===== src/rtl/fifo_ptr_pkg.sv =====
// fifo_ptr_pkg: side selectors and Gray/binary conversion helpers shared by the FIFO pointer logic.
package fifo_ptr_pkg;
  localparam int SIDE_WRITE = 0;
  localparam int SIDE_READ  = 1;
  function automatic logic [31:0] bin2gray(input logic [31:0] b);
    return b ^ (b >> 1);
  endfunction
  function automatic logic [31:0] gray2bin(input logic [31:0] g);
    logic [31:0] b;
    b[31] = g[31];
    for (int i = 30; i >= 0; i--) b[i] = b[i+1] ^ g[i];
    return b;
  endfunction
endpackage


===== src/rtl/gray_to_binary.sv =====
// gray_to_binary: combinational Gray-to-binary decoder, bit i is the XOR of Gray bits W-1 down to i.
module gray_to_binary #(
  parameter int W = 5
) (
  input  logic [W-1:0] gray,
  output logic [W-1:0] bin
);
  for (genvar i = 0; i < W; i++) begin : g_bit
    assign bin[i] = ^gray[W-1:i];
  end
endmodule


===== src/rtl/fifo_gray_ptr_ctrl.sv =====
// fifo_gray_ptr_ctrl: one side of an async FIFO, binary/Gray pointer with full or empty flag and level.
// Define FIFO_ALMOST_FLAG_EN to add ALMOST_THRESH and the registered almost_flag output.
module fifo_gray_ptr_ctrl
  import fifo_ptr_pkg::*;
#(
  parameter int ADDR_WIDTH = 4,
  parameter int SIDE = 0
`ifdef FIFO_ALMOST_FLAG_EN
  , parameter int ALMOST_THRESH = 2
`endif
) (
  input  logic                  clk,
  input  logic                  rst_n,
  input  logic                  inc_req,
  input  logic [ADDR_WIDTH:0]   sync_gray_ptr,
  output logic                  inc_ack,
  output logic [ADDR_WIDTH-1:0] bin_addr,
  output logic [ADDR_WIDTH:0]   gray_ptr,
  output logic                  flag,
  output logic [ADDR_WIDTH:0]   level
`ifdef FIFO_ALMOST_FLAG_EN
  , output logic                almost_flag
`endif
);
  localparam int PW = ADDR_WIDTH + 1;
  localparam int DEPTH = 2 ** ADDR_WIDTH;
  logic [PW-1:0] bin_q, bin_next, gray_next, remote_bin, level_next, full_cmp;
  logic flag_next;
  gray_to_binary #(.W(PW)) u_g2b (.gray(sync_gray_ptr), .bin(remote_bin));
  assign inc_ack = inc_req & ~flag;
  assign bin_addr = bin_q[ADDR_WIDTH-1:0];
  // Full is when our pointer has lapped the remote one: top two Gray bits inverted, rest equal.
  assign full_cmp = {~sync_gray_ptr[PW-1:PW-2], sync_gray_ptr[PW-3:0]};
  always_comb begin
    bin_next = bin_q + PW'(inc_ack);
    gray_next = PW'(bin2gray(32'(bin_next)));
    flag_next = (SIDE == SIDE_WRITE) ? (gray_next == full_cmp) : (gray_next == sync_gray_ptr);
    level_next = (SIDE == SIDE_WRITE) ? bin_next - remote_bin : remote_bin - bin_next;
  end
  always_ff @(posedge clk) begin
    if (!rst_n) begin
      bin_q <= '0;
      gray_ptr <= '0;
      flag <= (SIDE == SIDE_READ);
      level <= '0;
    end else begin
      bin_q <= bin_next;
      gray_ptr <= gray_next;
      flag <= flag_next;
      level <= level_next;
    end
  end
`ifdef FIFO_ALMOST_FLAG_EN
  logic almost_next;
  assign almost_next = (SIDE == SIDE_WRITE) ? (level_next >= PW'(DEPTH - ALMOST_THRESH))
                                            : (level_next <= PW'(ALMOST_THRESH));
  always_ff @(posedge clk) begin
    if (!rst_n) almost_flag <= (SIDE == SIDE_READ);
    else almost_flag <= almost_next;
  end
`endif
endmodule


===== config.mk =====
export PLATFORM = sky130hd
export DESIGN_NAME = fifo_gray_ptr_ctrl
export DESIGN_NICKNAME = d
export VERILOG_FILES = /design/src/rtl/fifo_ptr_pkg.sv /design/src/rtl/gray_to_binary.sv /design/src/rtl/fifo_gray_ptr_ctrl.sv
export SDC_FILE = /design/constraint.sdc
export NUM_CORES = 1
export LEC_CHECK = 0
export BUFFER_PORTS_ARGS = -buffer_cell sky130_fd_sc_hd__buf_2
export CAP_MARGIN = 40
export CORE_UTILIZATION = 49
export DETAILED_ROUTE_END_ITERATION = 16
export HOLD_SLACK_MARGIN = 0.12
export MAX_ROUTING_LAYER = met4
export PLACE_DENSITY = 0.86
export SLEW_MARGIN = 20
export SYNTH_ARGS = -nofsm -noshare
export SYNTH_HDL_FRONTEND = slang
export SYNTH_SLANG_ARGS = --single-unit
export TNS_END_PERCENT = 1

===== constraint.sdc =====
create_clock -name clk -period 3.05 [get_ports clk]
set_input_delay 0.305 -clock clk [delete_from_list [all_inputs] [get_ports clk]]
set_output_delay 0.305 -clock clk [all_outputs]
set_load 0.03 [all_outputs]

== Yosys cells after proc, flatten, opt, wreduce, memory -nomap -nowiden ==
Cells that the tools add are included.
Storage, ports and cells
  bits in registers: 16
Operators by class
  add/subtract/negate cells: 2
  eq/ne operators: 1
  bitwise gates (word level): 4
  reductions and logical operators: 4
Operator list (number)
  5-bit by 1-bit adder with 5-bit output: 1
  5-bit == test: 1
  5-bit XOR reduction: 1
  5-bit subtractor: 1
  5-bit by 4-bit bitwise XOR with 5-bit output: 1
  4-bit XOR reduction: 1
  3-bit XOR reduction: 1
  2-bit inverter: 1
  2-bit XOR reduction: 1
  1-bit bitwise AND: 1
  1-bit inverter: 1

== Longest topological paths before layout ==
  word-level depth: 5
  depth in mapped cells: 10

== Hierarchy ==
Synthesis repeated with hierarchy kept, for this count alone.
Unflattened totals
  cell total of the unflattened synthesis: 74
  area, all modules: 802.0 um^2
By module, submodules not included
  fifo_gray_ptr_ctrl: instances 1, cells an instance 68, area each 729.4 um^2
  gray_to_binary: instances 1, cells an instance 6, area each 72.6 um^2

== Worst setup path after synthesis ==
No wires, ideal clock.
  path kind: register to register
  start point: register flag
  end point: register level[3]
  setup time: 0.121 ns
  data arrival time: 2.701 ns
  setup slack: 0.228 ns
  cell stages (with the launch flop): 10
  buffers on the path: 0
  clock period less this slack: 2.822 ns
  cell sequence: dfxtp_1 > nor2b_1 > ha_1 > ha_1 > xor2_2 > ha_1 > a21oi_1 > nor2_1 > a21oi_1 > mux2_2
Between the ends
  cells in the longest elaborated chain, start to end: 4
RTL lines
  from (decl): RTL line fifo_gray_ptr_ctrl.sv:19  | output logic flag,
  from (signal assigned): RTL line fifo_gray_ptr_ctrl.sv:44  | flag <= (SIDE == SIDE_READ);
  from (signal assigned): RTL line fifo_gray_ptr_ctrl.sv:49  | flag <= flag_next;
  1-bit inverter: RTL line fifo_gray_ptr_ctrl.sv:30  | assign inc_ack = inc_req & ~flag;
  1-bit bitwise AND: RTL line fifo_gray_ptr_ctrl.sv:30
  via inc_ack: RTL line fifo_gray_ptr_ctrl.sv:16  | output logic inc_ack,
  5-bit by 1-bit adder with 5-bit output: RTL line fifo_gray_ptr_ctrl.sv:35  | bin_next = bin_q + PW'(inc_ack);
  via bin_next[2]: RTL line fifo_gray_ptr_ctrl.sv:27  | logic [PW-1:0] bin_q, bin_next, gray_next, remote_bin, level_next, full_cmp;
  5-bit subtractor: RTL line fifo_gray_ptr_ctrl.sv:38  | level_next = (SIDE == SIDE_WRITE) ? bin_next - remote_bin : remote_bin - bin_next;
  to (signal assigned): RTL line fifo_gray_ptr_ctrl.sv:50  | level <= level_next;
  to (decl): RTL line fifo_gray_ptr_ctrl.sv:20  | output logic [ADDR_WIDTH:0] level
The timed path passes the listed nets, and every way through them passes these cells.
A chain may end at the register's enable or synchronous reset.

== Worst setup path after layout ==
  start point: register flag
  end point: register level[3]
Between the ends
  cells in the longest elaborated chain, start to end: 4
RTL lines (RTL line)
  1-bit inverter: fifo_gray_ptr_ctrl.sv:30
  1-bit bitwise AND: fifo_gray_ptr_ctrl.sv:30
  5-bit by 1-bit adder with 5-bit output: fifo_gray_ptr_ctrl.sv:35
  via bin_next[2]: fifo_gray_ptr_ctrl.sv:27
  5-bit subtractor: fifo_gray_ptr_ctrl.sv:38
The timed path passes the listed nets, and every way through them passes these cells.

==> metrics.txt <==
maximum VDD drop=188 µV; total placed cells including tap cells=121; Critical Setup Path Class=reg -> reg; leakage power=0.479 nW; Post-synth EDFFs=0; DP HPWL=1200 µm; final setup fails=0; Tot GR Track Use=17.7%; Die ar.=1780 µm²; Iter 0 DRT Violations=15; status=finished, final reports clean; # diodes=0; remaining antenna violation count=0; Layout fillers=130; sequential power share=42.3%; Synth Area per Inst=9.67 µm²; Die Span Y=42.2 µm; number of remaining DRC errors=0; largest net degree at the start of global routing=14; Worst Setup Start Kind=flop; final WL=1440 µm; Multi-input gate area=467 µm²; Sequential Area=300 µm²; share of the synthesized area in the top cell type=37.9%; Setup Skew=1.74 ps; Gate power share=37.0%; sequential share of the synthesized area=37.9%; vias after detailed routing=641; Layout Cells excl Fill=125; worst-path maximum fanout=7; first-pass GRT wire length=2330 µm; final hold violation count=0; Vias/cell=5.13; Layout Nets=124; Post-Syn Area=793 µm²; Tmin final=2330 ps; Net Count, Synth=96; Worst-path clk slew=80 ps; FP Rows=14; Initial Util=52.7%; final hold slack=294 ps; CTS buffer count=3; Clock power frac=20.7%; Async S/R FF share, synth=0%; Layout Area Growth over Synthesis=20.8%; Worst-Margin Slew=512 ps; Root Driver=clkbuf_4; CTS max path bufs=2; CTS tree=done; #FFs+latches synth=15; crit end category=flop; Post-synth top cells=dfxtp_1, nor2_1, xnor2_1; fraction of layout cells with a size suffix above 1=28.4%; Die Span X=42.2 µm; initial antenna violation count=0; setup tns final=0 ps; most common cell in the synthesized netlist=dfxtp_1; total gr overflow=0; Main synth FF type=dfxtp_1; per-cell routed wire length=11.5 µm; top post-synthesis cells by area=dfxtp_1, xnor2_1, ha_1, xor2_1, nor2_1; vias in the first global route=551; internal power=342 µW; fin util=63.6%; Slew Limit Fails=0; unrepaired setup endpoints after global routing=false; Post-CTS Hold Buffers=0; Max-cap violations=0; # clock sinks=15; cts repair resizes=0; post-CTS setup buffers=0; Core Box Area=1510 µm²; CP arrival=2500 ps; critical path required time=3220 ps; Tcrit/Tclk final=76.3%; routability cong.=0.883; cells after synthesis=82; Slew headroom=65.8%; switching power=189 µW; Synth area leader=dfxtp_1; drt pass-1 iters=5; sw frac=35.6%; Yosys Warn Count=0; htree depth=1; HP Class=in -> reg; # IOs=24; port buffer count=23; Fmax=430 MHz; power per cell area=555 nW/µm²; Synth cell types=25; clk_lat worst skew=270 ps
logic make-up after synthesis:
| kind of cell | synth area share [%] |
|---|---|
| muxes | 3.94 |
| buffers and inverters | 3.31 |
| AOI/OAI and AO/OA | 6.62 |
| DFF | 37.9 |
| xor gates and xnor gates | 21.8 |
| adders and majority gates | 11.7 |
| and+or+nand+nor | 14.8 |
power by group through the flow:
stage          Combinational (mW)  Clock [mW]  Sequential (mW)
2_1_floorplan              0.0978           0            0.278
3_3_place_gp                0.190           0            0.229
3_5_place_dp                0.198           0            0.230
4_1_cts                     0.199       0.110            0.225
5_1_grt                     0.214       0.117            0.227
6_report                    0.197       0.110            0.225
final cells by class:
cell class              instances  area share, %
multi-input cells              60           48.7
clock buffers                   4           2.74
repair buffers                 24           12.8
inverters                       6           2.35
flip-flops and latches         15           31.3
well taps                      16           2.09
flip-flops by register name (all words and copies together) (netlist names):
signal	flops
bin_q	4
gray_ptr	5
flag	1
level	5
path summary, 6_finish.rpt:
kind	start	end	slack (ps)	depth (start not counted)
hold reg to reg	gray_ptr[4]	gray_ptr[4]	660	2
setup reg to reg	flag	level[3]	720	10
hold / removal	rst_n	bin_q[2]	290	2
setup / recovery	flag	level[3]	720	10
per-stage QoR:
stage               total power, mW  instance area [µm²]  worst slack, ps
floorplan                     0.376                  793              228
global placement              0.419                  932              593
detailed placement            0.428                  932              550
CTS                           0.534                  958              686
global route                  0.558                  958              545
finish                        0.532                  958              723
cells in the final DEF (no fill, tap or decap), types with 2 or more instances in the layout:
cell type	Yosys	layout
buf_2	0	23
nor2_1	12	12
xnor2_1	9	9
inv_1	6	6
nand2b_1	2	2
mux2i_1	2	2
clkbuf_4	0	3
xor2_1	7	7
a21oi_1	4	4
dfxtp_1	15	15
nand2_1	2	2
xor2_2	2	2
nand3_1	3	3
ha_1	5	5
layer usage:
metal / up-vias / share of wire [%] / global-route usage [%]
met3: 4 / 4.2 / 1.29
li1: 324 / - / -
met1: 288 / 43 / 22.1
met5: - / 0 / -
met2: 25 / 51 / 28.6
met4: 0 / 1.7 / 9.38
critical path, cell delays in order, from the launching register on:
cell     delay (ps)
dfxtp_1         340
nor2b_1          60
ha_1            200
ha_1            230
xor2_2          150
buf_4           170
ha_1            330
a21oi_1         210
nor2_1           60
a21oi_1         140
mux2_2          340
Note: power is estimated with default switching activity, not from simulation.
